[src/rtl/clock_phase_gen.sv]
// -----------------------------------------------------------------------------
// clock_phase_gen
//
// Divides the master clock into a repeating W -> X -> Y -> Z phase sequence and
// drives the three phase lines (P, Q, R), their complements and the driver
// enable BOP for the four-phase W/X/Y/Z clock drivers. After reset the block
// sits in a warm-up period with Z levels and BOP low, then runs freely. A halt
// request parks the sequence in Z at the end of a full cycle. An optional
// single-step mode runs one complete W..Z cycle from the halted state.
//
// Optional feature macro: CLOCK_PHASE_GEN_STEP_EN
//   defined     : STEP state, STEP_REQ edge detector and STEP_ACK are built.
//   not defined : STEP_REQ is ignored, STEP_ACK is tied low, HALT leaves only
//                 when HALT_REQ drops.
//
// Parameters
//   PHASE_CYCLES : master-clock cycles per phase (>= 1)
//   WARM_CYCLES  : master-clock cycles spent in warm-up after reset (>= 1)
//
// Ports
//   CLK          in   master clock, rising edge
//   RST_N        in   asynchronous active-low reset
//   HALT_REQ     in   level, request halt at the end of Z
//   STEP_REQ     in   rising edge requests one W..Z cycle while halted
//   CGPP/CGPPN   out  P phase line and complement
//   CGQP/CGQPN   out  Q phase line and complement
//   CGRP/CGRPN   out  R phase line and complement
//   BOP          out  driver enable
//   PHASE        out  current phase, 0=W 1=X 2=Y 3=Z
//   HALTED       out  high while parked in the halted Z phase
//   STEP_ACK     out  one-cycle pulse when a step completes
// -----------------------------------------------------------------------------
module clock_phase_gen #(
   parameter int PHASE_CYCLES = 4,
   parameter int WARM_CYCLES  = 8
) (
   input  logic       CLK,
   input  logic       RST_N,
   input  logic       HALT_REQ,
   input  logic       STEP_REQ,
   output logic       CGPP,
   output logic       CGPPN,
   output logic       CGQP,
   output logic       CGQPN,
   output logic       CGRP,
   output logic       CGRPN,
   output logic       BOP,
   output logic [1:0] PHASE,
   output logic       HALTED,
   output logic       STEP_ACK
);

   localparam int PCW = (PHASE_CYCLES > 1) ? $clog2(PHASE_CYCLES) : 1;
   localparam int WCW = (WARM_CYCLES  > 1) ? $clog2(WARM_CYCLES)  : 1;
   localparam logic [PCW-1:0] PC_LAST = PCW'(PHASE_CYCLES - 1);
   localparam logic [WCW-1:0] WC_LAST = WCW'(WARM_CYCLES - 1);

`ifdef CLOCK_PHASE_GEN_STEP_EN
   typedef enum logic [1:0] {
      ST_WARMUP = 2'd0,
      ST_RUN    = 2'd1,
      ST_HALT   = 2'd2,
      ST_STEP   = 2'd3
   } t_state;
`else
   typedef enum logic [1:0] {
      ST_WARMUP = 2'd0,
      ST_RUN    = 2'd1,
      ST_HALT   = 2'd2
   } t_state;
`endif

   // Phase-line levels {P,Q,R} for a phase; "held" lines keep their value.
   function automatic logic [2:0] f_phase_levels(input logic [1:0] ph,
                                                 input logic [2:0] cur);
      case (ph)
         2'd0:    return {1'b1, cur[1], 1'b1};
         2'd1:    return {1'b0, 1'b1, cur[0]};
         2'd2:    return {1'b1, cur[1], 1'b0};
         default: return {2'b00, cur[0]};
      endcase
   endfunction

   t_state         r_state;
   logic [1:0]     r_phase;
   logic [PCW-1:0] r_pcnt;
   logic [WCW-1:0] r_wcnt;
   logic           r_p, r_q, r_r;
   logic           r_pn, r_qn, r_rn;
   logic           r_bop;
   logic           r_halted;

   t_state         w_nxt_state;
   logic [1:0]     w_nxt_phase;
   logic [PCW-1:0] w_nxt_pcnt;
   logic [WCW-1:0] w_nxt_wcnt;
   logic [2:0]     w_nxt_lv;
   logic           w_nxt_bop;
   logic           w_nxt_halted;
   logic           w_nxt_ack;

   logic [2:0]     w_lv;
   logic [1:0]     w_phase_inc;
   logic           w_phase_end;
   logic           w_step_rise;

   assign w_lv        = {r_p, r_q, r_r};
   assign w_phase_inc = r_phase + 2'd1;
   assign w_phase_end = (r_pcnt == PC_LAST);

`ifdef CLOCK_PHASE_GEN_STEP_EN
   logic r_step_d;
   logic r_ack;

   assign w_step_rise = STEP_REQ & ~r_step_d;

   always_ff @(posedge CLK or negedge RST_N) begin
      if (!RST_N) begin
         r_step_d <= 1'b0;
         r_ack    <= 1'b0;
      end else begin
         r_step_d <= STEP_REQ;
         r_ack    <= w_nxt_ack;
      end
   end

   assign STEP_ACK = r_ack;
`else
   logic w_unused_step;

   assign w_step_rise   = 1'b0;
   assign w_unused_step = STEP_REQ ^ w_nxt_ack ^ w_step_rise;
   assign STEP_ACK      = 1'b0;
`endif

   // FSM state register
   always_ff @(posedge CLK or negedge RST_N) begin
      if (!RST_N) begin
         r_state <= ST_WARMUP;
      end else begin
         r_state <= w_nxt_state;
      end
   end

   // Next-state and next-output logic
   always_comb begin
      w_nxt_state  = r_state;
      w_nxt_phase  = r_phase;
      w_nxt_pcnt   = r_pcnt;
      w_nxt_wcnt   = r_wcnt;
      w_nxt_lv     = w_lv;
      w_nxt_bop    = r_bop;
      w_nxt_halted = r_halted;
      w_nxt_ack    = 1'b0;

      case (r_state)
         ST_WARMUP: begin
            w_nxt_bop = 1'b0;
            if (r_wcnt == WC_LAST) begin
               w_nxt_state = ST_RUN;
               w_nxt_wcnt  = '0;
               w_nxt_pcnt  = '0;
               w_nxt_phase = 2'd0;
               w_nxt_lv    = f_phase_levels(2'd0, w_lv);
               w_nxt_bop   = 1'b1;
            end else begin
               w_nxt_wcnt = r_wcnt + 1'b1;
            end
         end

         ST_RUN: begin
            if (w_phase_end) begin
               w_nxt_pcnt = '0;
               // HALT_REQ is only looked at on the Z -> W boundary, so a
               // request withdrawn earlier leaves no trace.
               if ((r_phase == 2'd3) && HALT_REQ) begin
                  w_nxt_state  = ST_HALT;
                  w_nxt_halted = 1'b1;
               end else begin
                  w_nxt_phase = w_phase_inc;
                  w_nxt_lv    = f_phase_levels(w_phase_inc, w_lv);
               end
            end else begin
               w_nxt_pcnt = r_pcnt + 1'b1;
            end
         end

         ST_HALT: begin
            if (!HALT_REQ) begin
               w_nxt_state  = ST_RUN;
               w_nxt_pcnt   = '0;
               w_nxt_phase  = 2'd0;
               w_nxt_lv     = f_phase_levels(2'd0, w_lv);
               w_nxt_halted = 1'b0;
            end
`ifdef CLOCK_PHASE_GEN_STEP_EN
            else if (w_step_rise) begin
               w_nxt_state  = ST_STEP;
               w_nxt_pcnt   = '0;
               w_nxt_phase  = 2'd0;
               w_nxt_lv     = f_phase_levels(2'd0, w_lv);
               w_nxt_halted = 1'b0;
            end
`endif
         end

`ifdef CLOCK_PHASE_GEN_STEP_EN
         ST_STEP: begin
            // Step edges and HALT_REQ are ignored until the cycle completes.
            if (w_phase_end) begin
               w_nxt_pcnt = '0;
               if (r_phase == 2'd3) begin
                  w_nxt_state  = ST_HALT;
                  w_nxt_halted = 1'b1;
                  w_nxt_ack    = 1'b1;
               end else begin
                  w_nxt_phase = w_phase_inc;
                  w_nxt_lv    = f_phase_levels(w_phase_inc, w_lv);
               end
            end else begin
               w_nxt_pcnt = r_pcnt + 1'b1;
            end
         end
`endif

         default: begin
            w_nxt_state = ST_WARMUP;
            w_nxt_wcnt  = '0;
            w_nxt_pcnt  = '0;
            w_nxt_bop   = 1'b0;
         end
      endcase
   end

   // Counters and registered outputs; complements are separate flops loaded
   // with the inverse so every line pair switches on the same edge.
   always_ff @(posedge CLK or negedge RST_N) begin
      if (!RST_N) begin
         r_phase  <= 2'd3;
         r_pcnt   <= '0;
         r_wcnt   <= '0;
         r_p      <= 1'b0;
         r_q      <= 1'b0;
         r_r      <= 1'b0;
         r_pn     <= 1'b1;
         r_qn     <= 1'b1;
         r_rn     <= 1'b1;
         r_bop    <= 1'b0;
         r_halted <= 1'b0;
      end else begin
         r_phase  <= w_nxt_phase;
         r_pcnt   <= w_nxt_pcnt;
         r_wcnt   <= w_nxt_wcnt;
         r_p      <= w_nxt_lv[2];
         r_q      <= w_nxt_lv[1];
         r_r      <= w_nxt_lv[0];
         r_pn     <= ~w_nxt_lv[2];
         r_qn     <= ~w_nxt_lv[1];
         r_rn     <= ~w_nxt_lv[0];
         r_bop    <= w_nxt_bop;
         r_halted <= w_nxt_halted;
      end
   end

   assign CGPP   = r_p;
   assign CGPPN  = r_pn;
   assign CGQP   = r_q;
   assign CGQPN  = r_qn;
   assign CGRP   = r_r;
   assign CGRPN  = r_rn;
   assign BOP    = r_bop;
   assign PHASE  = r_phase;
   assign HALTED = r_halted;

endmodule

[config.mk]
export PLATFORM = sky130hd
export DESIGN_NAME = clock_phase_gen
export DESIGN_NICKNAME = d
export VERILOG_FILES = /design/src/rtl/clock_phase_gen.sv
export SDC_FILE = /design/constraint.sdc
export NUM_CORES = 1
export LEC_CHECK = 0
export BUFFER_PORTS_ARGS = -buffer_cell sky130_fd_sc_hd__clkbuf_2
export CORE_MARGIN = 10
export CORE_UTILIZATION = 51
export DETAILED_ROUTE_END_ITERATION = 7
export MAX_ROUTING_LAYER = met4
export PLACE_DENSITY_LB_ADDON = 0.1
export SLEW_MARGIN = 40
export SYNTH_ARGS = -nofsm -noshare
export SYNTH_HDL_FRONTEND = slang
export SYNTH_SLANG_ARGS = --single-unit
export TNS_END_PERCENT = 50
[constraint.sdc]
create_clock -name CLK -period 2.1 [get_ports CLK]
set_input_delay 0.21 -clock CLK [delete_from_list [all_inputs] [get_ports CLK]]
set_output_delay 0.21 -clock CLK [all_outputs]
set_load 0.02 [all_outputs]
==> impl_metrics.yaml, run 1 <==
route:
  ant_nets: 0
  vias: 740
  drc: 0
  drt_first_pass_iters: 4
  vias_per_cell: 5.48
  wl_per_cell_um: 13.6
  drt_wl_total_um: 1840
  drtIter0Drc: 22
yosys:
  synthMuxAreaShare_pct: 3.12
  synth_compound_area_share_pct: 19.1
  syn-num-nets: 111
  synth_area_mm2: 0.00100
  synth_top_family_by_area: "compound AO/OA/AOI/OAI gates"
  synth_commonest_cells: "dfrtp_1, ha_1, nand2_1"
  synth_area_per_cell_um2: 10.6
  seq_area_frac_synth_pct: 43.0
  ys_types: 38
  yosys.area.top_type_share_pct: 29.9
  ys.flop_type: "dfrtp_1"
  synth_xor_area_share_pct: 0
  synthCells: 95
  ys_ff_latch: 17
  synth-edff-count: 0
  yosysWarnings: 0
  yosys.area_share.adder_pct: 15.0
  synth_area_leader_cell: "dfrtp_1"
  synth-simple-area-share_pct: 15.6
  synthTopCellsByArea: "dfrtp_1, ha_1, dfstp_2"
  synthArstFlopShare_pct: 100
sta:
  clock-skew-final_ns: 0.00249
  min_period_over_period_pct: 83.9
  tns_ns: 0
  hold_viol: 0
  drv_slew: 0
  rsz0062_at_grt: "no"
  setup_viol_count_final: 0
  fmax_mhz: 568
  min_period_ns: 1.76
floorplan:
  dieWidth_um: 64.4
  coreArea_mm2: 0.00180
  start_util_pct: 55.7
  die_area_mm2: 0.00414
  rows: 15
  die_h_um: 64.4
  ioPinCount: 15
clock_network:
  htreeDepth: 1
  clock_sinks: 17
  cts_buffer_depth: 2
  clkLatencyLatePin_ns: 0.28
  cts-resized-gates: 0
  cts_buffers: 3
  cts-root-buf: "clkbuf_4"
  cts_tree: "yes"
  clk_pin_slew_worst_paths_ns: 0.10
critical_path:
  worstSetupPathType: "register to register"
  cp-start-kind: "register"
  end_kind: "register"
  crit_buf_inv: 1
  crit_arrival_ns: 1.98
  critPathTopFamily: "compound AO/OA/AOI/OAI gates"
  cp_cell_sequence: "inv_1 > ha_1 > a21bo_2 > o311a_1 > o22a_1"
  cp_slowest_stage_delay_ns: 0.43
  cp_max_fo: 8
  slowest_stage: "dfrtp_1"
  cp.required_ns: 2.32
grt:
  grt-ovfl-total: 0
  grt_pass1_vias: 754
  grt_pass1_wl_um: 3330
  grt_max_degree: 18
  grt_use_total_pct: 9.98
  antenna_found_initial: 0
flow_run:
  max-cap-violations: 0
hold_path:
  hp-class: "input pin to register"
finish:
  syn2layout_area_growth_pct: 11.8
  drive_gt1_share_pct: 25.5
  diodes: 0
  n_fill_cell: 160
  fin_util_pct: 62.3
  nets: 127
placed_design:
  dp_hpwl_um: 1420
  gp_congestion: 0.742
  io_buffer_count: 12
outcome:
  status: "completed"
power_and_ir_drop:
  power.leakage_uw: 0.000542
  ir_worst_vdd_uv: 686
  powerDensity_mw_per_mm2: 1480
## through the flow
step	std cells	hold slack [ns]	instance area (um2)	total power, uW	worst slack (ns)
floorplan	95	-0.0856	1000	1260	0.369
global placement	130	0.160	1090	1470	0.364
detailed placement	130	0.163	1090	1500	0.355
CTS	135	0.254	1120	1680	0.330
global route	135	0.264	1120	1820	0.191
finish	135	0.275	1120	1660	0.339
## placed cells by master, fill, tap and decap left out, types with 2 or more instances in the layout
master     n
o211ai_1   2
o21ai_0    4
nand4_1    4
clkbuf_2  12
nor2_1     3
nand2b_1   2
o22ai_1    2
inv_1      6
a21oi_1    2
a21bo_2    2
mux2i_1    2
nand2_1   12
o311a_1    2
dfstp_2    5
ha_1      12
dfrtp_1   12
clkbuf_4   3
## layer usage
layer | routed length (um) | part of all wire [%] | track usage, %
met4 | 12 | 0.65 | 3.21
met2 | 836 | 45 | 14.4
met3 | 86 | 4.7 | 2.96
met5 | 0 | 0 | -
met1 | 903 | 49 | 13.0
## cell type report
type                    instances  area [um2]  area share [%]
multi-input cells              69         533            47.5
flip-flops and latches         17         432            38.5
repair buffers                 14        77.6            6.91
well taps                      25        31.3            2.79
clock buffers                   4        26.3            2.34
inverters                       6        22.5            2.01
## worst reg2reg max path, stage by stage, from the launching register on
cell     delay [ns]
dfrtp_1        0.43
inv_1          0.11
ha_1           0.31
a21bo_2        0.29
o311a_1        0.37
o22a_1         0.20
## final timing paths
kind	start	end	slack [ns]	cells past startpoint
worst max register to register	r_state[1]	CGPPN	0.34	5
min in group asynchronous	RST_N	r_wcnt[1]	0.39	2
worst max-delay path	r_state[1]	CGPPN	0.34	5
worst min register to register	BOP	BOP	0.49	2
max in group asynchronous	RST_N	CGPPN	1.39	2
worst min-delay path	HALT_REQ	HALTED	0.28	3
## logic make-up (layout without fill, tap and decap cells)
family / after synthesis / after routing
and+or+nand+nor: 29 / 29
AOI/OAI and AO/OA: 24 / 24
DFF: 17 / 17
adders and majority gates: 12 / 12
buffers and inverters: 9 / 24
muxes: 3 / 3
other: 1 / 1
## power by group
part	switching, uW	internal, uW	leakage, uW
combinational	521	376	0.000317
sequential	105	485	0.000210
clock	96.6	73.6	0.0000150
total	723	935	0.000542
## repair_timing
action | in CTS | in global routing
hold endpoints to repair | 12 | 0
setup buffers | 0 | 0
hold buffers | 1 | 0
Note: power is estimated with default switching activity, not from simulation.
==> inputs of run 2 (changes only) <==
Settings changed: ABC_AREA set to 1, CORE_UTILIZATION 51 to 50.
Clock period 2.1 ns to 1.5 ns, I/O delays scaled along.
==> impl_metrics.yaml, run 2 <==
yosys:
  yosys.area.top_type_share_pct: 28.0
  ys_ff_latch: 17
  syn-num-nets: 155
  synthCells: 139
  synthTopCellsByArea: "dfrtp_1, nand2_1, ha_1"
  synth-edff-count: 0
  synth_area_leader_cell: "dfrtp_1"
  ys.flop_type: "dfrtp_1"
  synthArstFlopShare_pct: 100
  ys_types: 20
  synth_area_mm2: 0.00107
  synth_commonest_cells: "nand2_1, inv_1, dfrtp_1, ha_1, o21ai_0"
  seq_area_frac_synth_pct: 40.2
  yosysWarnings: 0
  synth.most_common_cell: "nand2_1"
  synth_area_per_cell_um2: 7.72
clock_network:
  clk_pin_slew_worst_paths_ns: 0.11
  clock_sinks: 17
  cts_buffers: 3
  htreeDepth: 1
  cts_buffer_depth: 2
  clkLatencyLatePin_ns: 0.29
  cts-root-buf: "clkbuf_4"
  cts_tree: "yes"
hold_path:
  hp-class: "input pin to register"
placed_design:
  io_buffer_count: 12
  placed_cells: 180
  place_ws_ns: 0.0726
  dp_hpwl_um: 1670
  gp_congestion: 0.879
route:
  drt_first_pass_iters: 5
  vias: 868
  drc: 0
  wl_per_cell_um: 11.3
  ant_nets: 0
  drtIter0Drc: 28
  drt_wl_total_um: 2110
  vias_per_cell: 4.64
grt:
  grt_use_total_pct: 10.5
  grt_pass1_wl_um: 3550
  grt_pass1_vias: 852
  grt_max_degree: 18
  grt-ovfl-total: 0
  antenna_found_initial: 0
finish:
  final_cell_mix: "nand2_1, inv_1, dfrtp_1, clkbuf_2, o21ai_0"
  final_cells: 187
  seq_area_um2: 432
  diodes: 0
  multi_input_area_um2: 581
  syn2layout_area_growth_pct: 17.4
  layout_commonest_cell: "nand2_1"
  n_fill_cell: 186
  fin_util_pct: 62.9
  nets: 177
  drive_gt1_share_pct: 25.6
floorplan:
  dieWidth_um: 66.3
  coreArea_mm2: 0.00200
  rows: 16
  start_util_pct: 53.6
  ioPinCount: 15
  die_area_mm2: 0.00440
  die_h_um: 66.3
critical_path:
  critPathTopFamily: "flip-flops"
  cp.required_ns: 1.70
  cp_slowest_stage_delay_ns: 0.59
  crit_buf_inv: 1
  worstSetupPathType: "register to register"
  cp-start-kind: "register"
  critPathMostFrequentCell: "nand2_1"
  crit_arrival_ns: 1.59
  end_kind: "register"
  slowest_stage: "dfstp_2"
  cp_max_fo: 5
  cp_cell_sequence: "ha_2 > nand2_2 > nand2_2 > inv_1 > nand2_1 > nand2_1 > nand2_1 > nand2_1"
  r2r_slack_ns: 0.11
sta:
  fmax_mhz: 720
  rsz0062_at_grt: "yes"
  hold_viol: 0
  drv_slew: 0
  min_period_ns: 1.39
  clock-skew-final_ns: 0.00444
  fin_ws_ns: 0.111
  tns_ns: 0
  min_period_over_period_pct: 92.6
  setup_viol_count_final: 0
flow_run:
  max-cap-violations: 0
power_and_ir_drop:
  powerDensity_mw_per_mm2: 1980
  ir_worst_vdd_uv: 1060
  power.leakage_uw: 0.000681
  p_total_uw: 2500
outcome:
  status: "completed"
[run 2: path summary, 6_finish.rpt]
check / to / startpoint / cells past startpoint
setup / recovery: register / PHASE[1] / 8
hold / removal: CGPPN / HALT_REQ / 7
setup reg to reg: register / PHASE[1] / 8
hold reg to reg: BOP / BOP / 2
max in group asynchronous: PHASE[1] / RST_N / 2
min in group asynchronous: async pin / RST_N / 2
[run 2: through the flow]
step	hold slack, ns	area (um2)
final	0.294	1260
after global routing	0.343	1260
after CTS	0.288	1220
after detailed placement	0.109	1180
after global placement	0.101	1180
after floorplan	-0.146	1070
[run 2: worst reg2reg max path, delay by kind of cell, from the launching register on]
kind                       cells  cell delay, ns
buffers and inverters          1            0.08
adders and majority gates      1            0.21
DFF                            1            0.59
and+or+nand+nor                6            0.43
[run 2: cells by family (layout without fill, tap and decap cells)]
kind of cell / Yosys count / in the layout / share of synthesized area (%)
and+or+nand+nor: 73 / 73 / 29.6
buffers and inverters: 21 / 42 / 8.04
DFF: 17 / 17 / 40.2
AOI/OAI and AO/OA: 15 / 15 / 7.81
adders and majority gates: 12 / 12 / 14.0
other: 1 / 1 / 0.349
[run 2: repair_timing]
action / in CTS / in global routing
resized for setup: 0 / 7
endpoints found under the setup margin: 0 / 10
hold buffers: 1 / 0
setup buffers: 0 / 2
endpoints found under the hold margin: 12 / 0
[run 2: report_power, final]
part / switching (uW) / internal [uW]
clock: 152 / 99.2
combinational: 916 / 559
sequential: 111 / 662
total: 1180 / 1320
[run 2: routing by layer]
metal	routed length, um	vias to the layer above	global-route usage, %
met4	18	0	4.71
met5	0	-	-
met3	107	2	3.39
met2	1050	8	18.1
li1	-	475	-
met1	934	383	10.6
[run 2: cell type report]
cell class	count	share of cell area, %
clock buffers	3	1.79
multi-input cells	101	46.1
inverters	19	5.66
clock inverters	1	0.397
well taps	27	2.68
repair buffers	19	9.14
flip-flops and latches	17	34.3
==> inputs of run 3 (changes only) <==
--- a/config.mk
+++ b/config.mk
@@ -8,4 +8,5 @@
 export ABC_AREA = 1
 export BUFFER_PORTS_ARGS = -buffer_cell sky130_fd_sc_hd__clkbuf_2
+export CORE_ASPECT_RATIO = 0.9
 export CORE_MARGIN = 10
 export CORE_UTILIZATION = 50
@@ -13,5 +14,4 @@
 export MAX_ROUTING_LAYER = met4
 export PLACE_DENSITY_LB_ADDON = 0.1
-export SLEW_MARGIN = 40
 export SYNTH_ARGS = -nofsm -noshare
 export SYNTH_HDL_FRONTEND = slang
==> constraint.sdc (replaced) <==
create_clock -name CLK -period 1.5 [get_ports CLK]
set_input_delay 0.15 -clock CLK [delete_from_list [all_inputs] [get_ports CLK]]
set_output_delay 0.15 -clock CLK [all_outputs]
set_load 0.01 [all_outputs]
==> impl_metrics.yaml, run 3 (synthesis gave the netlist of run 2 again) <==
sta:
  clock-skew-final_ns: 0.00616
  min_period_ns: 1.40
  tns_ns: 0
  fmax_mhz: 713
  timing.hold.ws_ns: 0.305
  fin_ws_ns: 0.0979
  hold_viol: 0
  setup_viol_count_final: 0
  rsz0062_at_grt: "no"
  min_period_over_period_pct: 93.5
  drv_slew: 0
hold_path:
  hp-class: "input pin to register"
  hold_start: "HALT_REQ"
  whs_endpoint: "CGPPN"
  hold_path_depth: 7
route:
  drc: 0
  m1WireLength_um: 975
  drt_first_pass_iters: 4
  vias_per_cell: 4.96
  maxUsedRoutingLayer: "met4"
  wl_per_cell_um: 12.4
  drtIter0Drc: 72
  vias: 922
  wl_met3_um: 144
  ant_nets: 0
  wl_met2_um: 1170
  drt_wl_total_um: 2300
placed_design:
  place_ws_ns: 0.0242
  io_buffer_count: 12
  gp_congestion: 0.822
  dp_hpwl_um: 1670
  placed_cells: 178
finish:
  syn2layout_area_growth_pct: 17.1
  diodes: 0
  layout_commonest_cell: "nand2_1"
  drive_gt1_share_pct: 24.8
  final_cell_mix: "nand2_1, inv_1, dfrtp_1, clkbuf_2, o21ai_0"
  nets: 178
  n_fill_cell: 186
  final_cells: 186
clock_network:
  cts_tree: "yes"
  clkLatencyLatePin_ns: 0.30
  htreeDepth: 1
  cts-root-buf: "clkbuf_4"
  cts_buffer_depth: 2
  clk_pin_slew_worst_paths_ns: 0.11
  cts_buffers: 3
  clock_sinks: 17
critical_path:
  startpoint: "r_state[0]"
  cp.required_ns: 1.74
  r2r_slack_ns: 0.1
  r2r_start: "r_state[0]"
  cp_max_fo: 5
  end_kind: "register"
  cp_slowest_stage_delay_ns: 0.41
  ff2ff_path_depth: 8
  worstSetupPathType: "register to register"
  critPathMostFrequentCell: "nand2_1"
  slowest_stage: "dfrtp_1"
  crit_buf_inv: 2
  cp-start-kind: "register"
  critPathTopFamily: "flip-flops"
  cp_cell_sequence: "inv_1 > ha_1 > nor2_2 > buf_4 > o21ai_0 > nand2_1 > nand2_1 > nand2_1"
  crit_arrival_ns: 1.64
  reg2reg_to: "PHASE[1]"
floorplan:
  dieWidth_um: 68.8
  die_h_um: 64.0
  ioPinCount: 15
  coreArea_mm2: 0.00197
  rows: 15
  die_area_mm2: 0.00440
  start_util_pct: 54.5
flow_run:
  max-cap-violations: 0
power_and_ir_drop:
  power.leakage_uw: 0.000685
  p_total_uw: 2430
  ir_worst_vdd_uv: 1090
  powerDensity_mw_per_mm2: 1930
outcome:
  status: "completed"
grt:
  grt_use_total_pct: 10.8
  grt_pass1_vias: 882
  antenna_found_initial: 0
  grt-ovfl-total: 0
  grt_max_degree: 18
  grt_pass1_wl_um: 3770
run 3: cell count changes in the layout (fill, tap and decap cells not counted), sizes merged:
cell	previous run	this run
buf	6	7
run 3: how the worst max path moves through the flow:
| stage | cells past startpoint | endpoint | slack (ns) |
|---|---|---|---|
| floorplan | 8 | register | 0.18 |
| global placement | 8 | register | 0.1 |
| detailed placement | 8 | register | 0.02 |
| CTS | 8 | register | 0.03 |
| global route | 7 | register | 0.02 |
| finish | 8 | PHASE[1] | 0.1 |
run 3: per-layer routing:
layer / track usage (%) / vias up
met1: 12.0 / 429
met2: 18.5 / 22
met3: 3.83 / 2
li1: - / 469
met5: - / -
met4: 1.48 / 0
run 3: final cells by class:
cell class,count,area (um2),area share [%]
multi-input cells,101,573,45.6
flip-flops and latches,17,432,34.3
repair buffers,20,123,9.75
inverters,19,71.3,5.67
well taps,25,31.3,2.49
clock buffers,3,22.5,1.79
clock inverters,1,5.00,0.398
run 3: where the power goes:
group	total [uW]	leakage, uW	internal [uW]	switching, uW
clock	255	0.0000177	99.3	155
combinational	1390	0.000457	548	841
sequential	785	0.000210	663	122
run 3: worst min-delay path, stage by stage:
cell and delay (ns):
clkbuf_2 0.14, nand2_1 0.08, nand2_1 0.05, nand2_1 0.06, nor2_1 0.04, nand2_1 0.05, nand2_1 0.04
run 3: through the flow:
step | cell area, um2 | util [%]
floorplan | 1070 | -
global placement | 1180 | 59.9
detailed placement | 1180 | 59.9
CTS | 1220 | 62.2
global route | 1260 | 63.8
finish | 1260 | 63.8
run 3: what timing repair did:
| item | in CTS | in global routing |
|---|---|---|
| setup buffers | 1 | 2 |
| hold endpoints to repair | 12 | 0 |
| hold buffers | 1 | 0 |
| endpoints found under the setup margin | 1 | 10 |
| resized for setup | 0 | 5 |
| cloned | 0 | 0 |
| pin swaps | 0 | 1 |
